**src/rtl/axis_skid_buffer_p.sv**
```systemverilog
// AXI-Stream register slice with a two-entry skid buffer; every output is a flop.
// Optional beat/packet statistics counters are enabled with `define SKID_STATS_EN.
module axis_skid_buffer_p #(
  parameter int DATA_W = 8,
  parameter int USER_W = 1,
  parameter int CNT_W  = 16
) (
  input  logic              clk,
  input  logic              reset_n,
  input  logic [DATA_W-1:0] s_data,
  input  logic [USER_W-1:0] s_user,
  input  logic              s_last,
  input  logic              s_valid,
  output logic              s_ready,
  output logic [DATA_W-1:0] m_data,
  output logic [USER_W-1:0] m_user,
  output logic              m_last,
  output logic              m_valid,
  input  logic              m_ready,
  output logic [1:0]        occupancy,
  input  logic              stats_clr,
  output logic [CNT_W-1:0]  beat_cnt,
  output logic [CNT_W-1:0]  pkt_cnt
);

  localparam int PW = DATA_W + USER_W + 1;

  localparam logic [1:0] ST_EMPTY = 2'd0;
  localparam logic [1:0] ST_BUSY  = 2'd1;
  localparam logic [1:0] ST_FULL  = 2'd2;

  logic [1:0]    state_q, state_d;
  logic [PW-1:0] main_q, main_d;
  logic [PW-1:0] skid_q, skid_d;
  logic          s_ready_q, s_ready_d;
  logic          m_valid_q, m_valid_d;

  logic          in_hs;
  logic          out_hs;
  logic [PW-1:0] s_word;

  // One word carries {user, last, data} so the sideband can never slip.
  assign s_word = {s_user, s_last, s_data};
  assign in_hs  = s_valid & s_ready_q;
  assign out_hs = m_valid_q & m_ready;

  always_comb begin
    state_d = state_q;
    main_d  = main_q;
    skid_d  = skid_q;
    case (state_q)
      ST_EMPTY: begin
        if (in_hs) begin
          main_d  = s_word;
          state_d = ST_BUSY;
        end
      end
      ST_BUSY: begin
        if (in_hs && out_hs) begin
          main_d = s_word;
        end else if (in_hs) begin
          skid_d  = s_word;
          state_d = ST_FULL;
        end else if (out_hs) begin
          state_d = ST_EMPTY;
        end
      end
      ST_FULL: begin
        if (out_hs) begin
          main_d  = skid_q;
          state_d = ST_BUSY;
        end
      end
      default: state_d = ST_EMPTY;
    endcase
    // Flags are derived from the next state so they come straight out of flops.
    m_valid_d = (state_d != ST_EMPTY);
    s_ready_d = (state_d != ST_FULL);
  end

  always_ff @(posedge clk) begin
    if (!reset_n) begin
      state_q   <= ST_EMPTY;
      main_q    <= '0;
      skid_q    <= '0;
      s_ready_q <= 1'b0;
      m_valid_q <= 1'b0;
    end else begin
      state_q   <= state_d;
      main_q    <= main_d;
      skid_q    <= skid_d;
      s_ready_q <= s_ready_d;
      m_valid_q <= m_valid_d;
    end
  end

  assign s_ready   = s_ready_q;
  assign m_valid   = m_valid_q;
  assign m_data    = main_q[DATA_W-1:0];
  assign m_last    = main_q[DATA_W];
  assign m_user    = main_q[PW-1 -: USER_W];
  assign occupancy = state_q;

`ifdef SKID_STATS_EN
  logic [CNT_W-1:0] beat_cnt_q;
  logic [CNT_W-1:0] pkt_cnt_q;

  // Clear wins over a same-cycle handshake; counters wrap naturally.
  always_ff @(posedge clk) begin
    if (!reset_n || stats_clr) begin
      beat_cnt_q <= '0;
      pkt_cnt_q  <= '0;
    end else if (out_hs) begin
      beat_cnt_q <= beat_cnt_q + CNT_W'(1);
      if (m_last) begin
        pkt_cnt_q <= pkt_cnt_q + CNT_W'(1);
      end
    end
  end

  assign beat_cnt = beat_cnt_q;
  assign pkt_cnt  = pkt_cnt_q;
`else
  logic unused_stats_clr;
  assign unused_stats_clr = stats_clr;
  assign beat_cnt = '0;
  assign pkt_cnt  = '0;
`endif

endmodule

```
**config.mk**
```make
export PLATFORM = sky130hd
export DESIGN_NAME = axis_skid_buffer_p
export DESIGN_NICKNAME = d
export VERILOG_FILES = /design/src/rtl/axis_skid_buffer_p.sv
export SDC_FILE = /design/constraint.sdc
export NUM_CORES = 1
export LEC_CHECK = 0
export CAP_MARGIN = 20
export CELL_PAD_IN_SITES_DETAIL_PLACEMENT = 0
export CELL_PAD_IN_SITES_GLOBAL_PLACEMENT = 2
export CORE_ASPECT_RATIO = 0.9
export CORE_UTILIZATION = 23
export CTS_BUF_LIST = sky130_fd_sc_hd__clkbuf_8 sky130_fd_sc_hd__clkbuf_16
export CTS_CLUSTER_DIAMETER = 30
export DETAILED_ROUTE_END_ITERATION = 16
export PLACE_DENSITY = 0.8
export SLEW_MARGIN = 20
export SYNTH_ARGS = -nofsm -noshare
export SYNTH_HDL_FRONTEND = slang
export SYNTH_SLANG_ARGS = --single-unit
```
**constraint.sdc**
```tcl
create_clock -name clk -period 1.54 [get_ports clk]
set_input_delay 0.308 -clock clk [delete_from_list [all_inputs] [get_ports clk]]
set_output_delay 0.308 -clock clk [all_outputs]
set_load 0.01 [all_outputs]
```
Yosys cells after proc, flatten, opt, wreduce, memory -nomap -nowiden
Cells that the tools add are included.
- bits of input ports: 15
- logic and storage cells: 30
- bits in registers: 24
- equal/unequal tests: 6
- reductions and logical operators: 6
- multiplexer cells: 10
- bitwise logic cells: 3
- operators by type and width (cell ; number):
    10-bit 2-to-1 mux ; 3
    10-bit case mux with 3 select lines ; 1
    2-bit 2-to-1 mux ; 5
    2-bit != test (second input constant) ; 4
    2-bit case mux with 3 select lines ; 1
    4-bit AND reduction ; 1
    3-bit AND reduction ; 1
    3-bit nonzero test ; 1
    1-bit AND ; 2
    2-bit by 1-bit equality test with 1-bit output (second input constant) ; 1
    2-bit equality test (second input constant) ; 1
    2-bit logical NOT ; 1
    2-bit nonzero test ; 1
    1-bit logical AND ; 1
    1-bit NOT ; 1

Longest topological paths before layout
- depth in word-level cells: 6
- mapped depth: 5
- gate-level depth less buffers: 3

Least setup slack after synthesis
No wires, ideal clock.
- kind: register -> register
- from: register state_q[1] (netlist: occupancy[1])
- to: register main_q[0]
- arrival: 1.079 ns
- buffers on the path: 1
- cell stages (with the launch flop): 5
- period minus slack after synthesis: 1.218 ns
- setup time: 0.140 ns
- slack: 0.322 ns
- path through: dfxtp_1 and3b_1 buf_4 a211oi_1 a211oi_1
- word-level cells in the longest chain between the ends: 3
- elaborated cells on any way between the ends: 9
- RTL lines (what ; line ; RTL):
    start: declaration ; 32 ; logic [1:0] state_q, state_d;
    start signal: assignment ; 89 ; state_q <= state_d;
    2-bit by 1-bit equality test with 1-bit output (tied with other cells) ; 51 ; case (state_q)
    2-bit != test (no line) / 3-bit nonzero test (equally long branches) ; n/a ;
    4-bit AND reduction (no line) ; n/a ;
    end signal: assignment ; 90 ; main_q <= main_d;
    end: declaration ; 33 ; logic [PW-1:0] main_q, main_d;
Several ways; a longest one is shown, not always the timed one.
A chain may end at the register's enable or synchronous reset.

Worst setup path in the final report
- from: register s_ready_q (netlist: s_ready)
- to: output port s_ready
- RTL lines (what ; line ; RTL):
    start: declaration ; 35 ; logic s_ready_q, s_ready_d;
    start signal: assignment ; 92 ; s_ready_q <= s_ready_d;
    end: declaration ; 14 ; output logic s_ready,
No word-level cell between the ends.

==> impl_metrics.toml <==
[clock_tree]
cts_tree = "yes"
htreeDepth = 1
cts_inserted_buffers = 3
path_clk_slew_ns = 0.09
clk_latency_ns = 0.27
root_buffer = "clkbuf_8"
cts_buffer_depth = 2
cts_sinks = 24
postCtsSetupRepairBufs = 0
cts_hold_buf = 0

[setup_path]
critPathLaunchType = "register"
rr_worst_depth = 4
r2r_setup_slack_ns = 0.25
worst-path-stages = 1
crit_required_ns = 1.23
worstReg2RegEnd = "main_q[3]$_SDFFE_PN0P_"
crit_chain = "clkdlybuf4s50_1"
crit_end = "s_ready"
arrival_ns = 1.19
critPathLaunch = "s_ready$_SDFF_PN0_"
cp-end-kind = "output port"
worst-path-max-fanout = 6
crit_family = "buffers and inverters"
critPathBufInv = 1
cpPeakStageDelay_ns = 0.55
slowest_stage = "clkdlybuf4s50_1"
worstSetupPathType = "reg -> out"
reg2reg_from = "occupancy[0]$_SDFF_PN0_"

[grt]
antenna_found_initial = 0
grt_first_pass_wirelength_mm = 4.85
grt_max_degree = 23
grt.total_usage = 0.0967
grt_overflow = 0
grt_pass1_vias = 969

[route]
antenna_left = 0
drc = 0
wl_mm = 2.88
wl_per_cell_um = 11.6
drt-initial-drc-count = 60
first_pass_iters = 4
viasPerCell = 4.29
vias = 1065

[pwr]
cellPowerDensity_nw_per_um2 = 928
power_leakage_nw = 0.732
max-vdd-ir-drop_v = 0.000270

[cells_and_area]
area_growth_pct = 27.0
final_util = 0.303
layout-drive-gt1-share = 0.129
design_area_um2 = 1730
most-common-layout-cells = "32 x conb_1, 25 x clkdlybuf4s50_1, 20 x a211oi_1, 20 x dfxtp_1"
fill_cells = 621
final_common_cell = "conb_1"
n_antenna_cell = 0
nets = 194

[yosys]
yosys_warnings = 0
synth-simple-area-share = 0.0975
synth.top_cells.by_area = "dfxtp_1 35%, buf_4 18%, a211oi_1 11%"
syn_inst = 148
synth.avg_cell_area_um2 = 9.19
synthDistinctLibCells = 29
ys.flop_type = "dfxtp_1"
synth_top_area_frac = 0.353
synthMuxAreaShare = 0.0736
async_flop_share = 0
synth_fa_ha_area_frac = 0
synth_seq_cells = 24
synth_top_family_by_area = "buffers and inverters"
yosysTopAreaCell = "dfxtp_1"
synth-compound-area-share = 0.227
synth_edf_count = 0
ys_seq_area_frac = 0.353
synth_xor_area_frac = 0
syn_area_um2 = 1360

[placed_design]
gp_congestion = 0.679
dp_hpwl_mm = 2.06
pre_cts_ws_ns = -0.0765
dpl_cell_area_um2 = 1650
port_buffers = 27

[floorplan]
die_y_um = 75.0
core_area_um2 = 5690
row_count = 26
fp.dieArea_um2 = 6220
initial_core_util = 0.239
die_w_um = 83.1
num_io_pins = 61

[job]
drv_cap = 0

[timing]
min_period_ns = 1.50
rsz0062_at_grt = "false"
finalSetupViolations = 0
setup_slack_ns = 0.0383
fin_crit_sh = 0.975
finClkSkew_ns = 0.00388
hold_viol = 0
fmax_mhz = 666
slew_violations = 0

[run_status]
outcome = "finished, final reports clean"

[worst_hold_path]
hold_path.startpoint = "skid_q[3]$_SDFFE_PN0P_"
hold_class = "reg -> reg"
==> repair_timing <==
action                     CTS  global route
resized for setup            5             1
pin swaps                    0             0
setup endpoints to repair    4             1
==> worst min-delay path by stage <==
stage,to,cells after the start
global placement,skid_q[3]$_SDFFE_PN0P_,2
floorplan,occupancy[1]$_SDFF_PN0_,1
CTS,skid_q[3]$_SDFFE_PN0P_,2
detailed placement,skid_q[3]$_SDFFE_PN0P_,2
global route,skid_q[6]$_SDFFE_PN0P_,2
finish,skid_q[3]$_SDFFE_PN0P_,2
==> registers in the layout, indices dropped and copies added, names as in the netlist <==
name       flops
s_ready        1
skid_q        10
main_q        10
occupancy      2
m_valid        1
==> through the flow <==
stage / setup TNS [ns] / instances / hold slack (ns) / power, mW
final: 0 / 248 / 0.476 / 1.60
after global routing: 0 / 248 / 0.506 / 1.68
after CTS: 0 / 248 / 0.480 / 1.62
after detailed placement: -0.937 / 244 / 0.467 / 1.06
after global placement: -0.600 / 244 / 0.460 / 1.06
after floorplan: 0 / 179 / 0.430 / 0.943
==> power by group <==
group	leakage, nW	switching, mW	internal (mW)	total, mW
clock	0.0357	0.212	0.347	0.559
sequential	0.197	0.0259	0.659	0.685
combinational	0.499	0.175	0.182	0.357
==> Yosys cell counts (2+ instances only) <==
cell type,instances
nand3b_1,2
dfxtp_1,24
nand3_1,10
mux2i_1,10
a21oi_1,11
buf_6,3
o21ai_0,11
nand2_1,2
clkbuf_1,4
buf_4,33
a211oi_1,20
==> kinds of logic (layout without fill, tap and decap cells) <==
logic type | after synthesis | count (layout)
AOI/OAI and AO/OA | 47 | 47
buffers and inverters | 44 | 43
DFF | 24 | 24
and+or+nand+nor | 22 | 22
muxes | 10 | 10
other | 1 | 32
==> layer usage <==
metal / global-route usage / vias to the layer above / part of all wire / wire [um]
met1: 0.134 / 483 / 0.44 / 1260
met5: 0 / - / 0 / 0
met3: 0.0143 / 2 / 0.075 / 215
met4: 0.0402 / 0 / 0.0073 / 21
met2: 0.153 / 48 / 0.48 / 1380
li1: - / 532 / - / -
==> layout make-up <==
class	instances	area (um2)	area share
multi-input combinational	111	662	0.383
sequential	24	485	0.281
timing repair buffer	38	417	0.241
tap	70	87.6	0.0507
clock buffer	3	41.3	0.0239
clock inverter	1	30.0	0.0174
inverter	1	3.75	0.00217
Note: power is estimated with default switching activity, not from simulation.
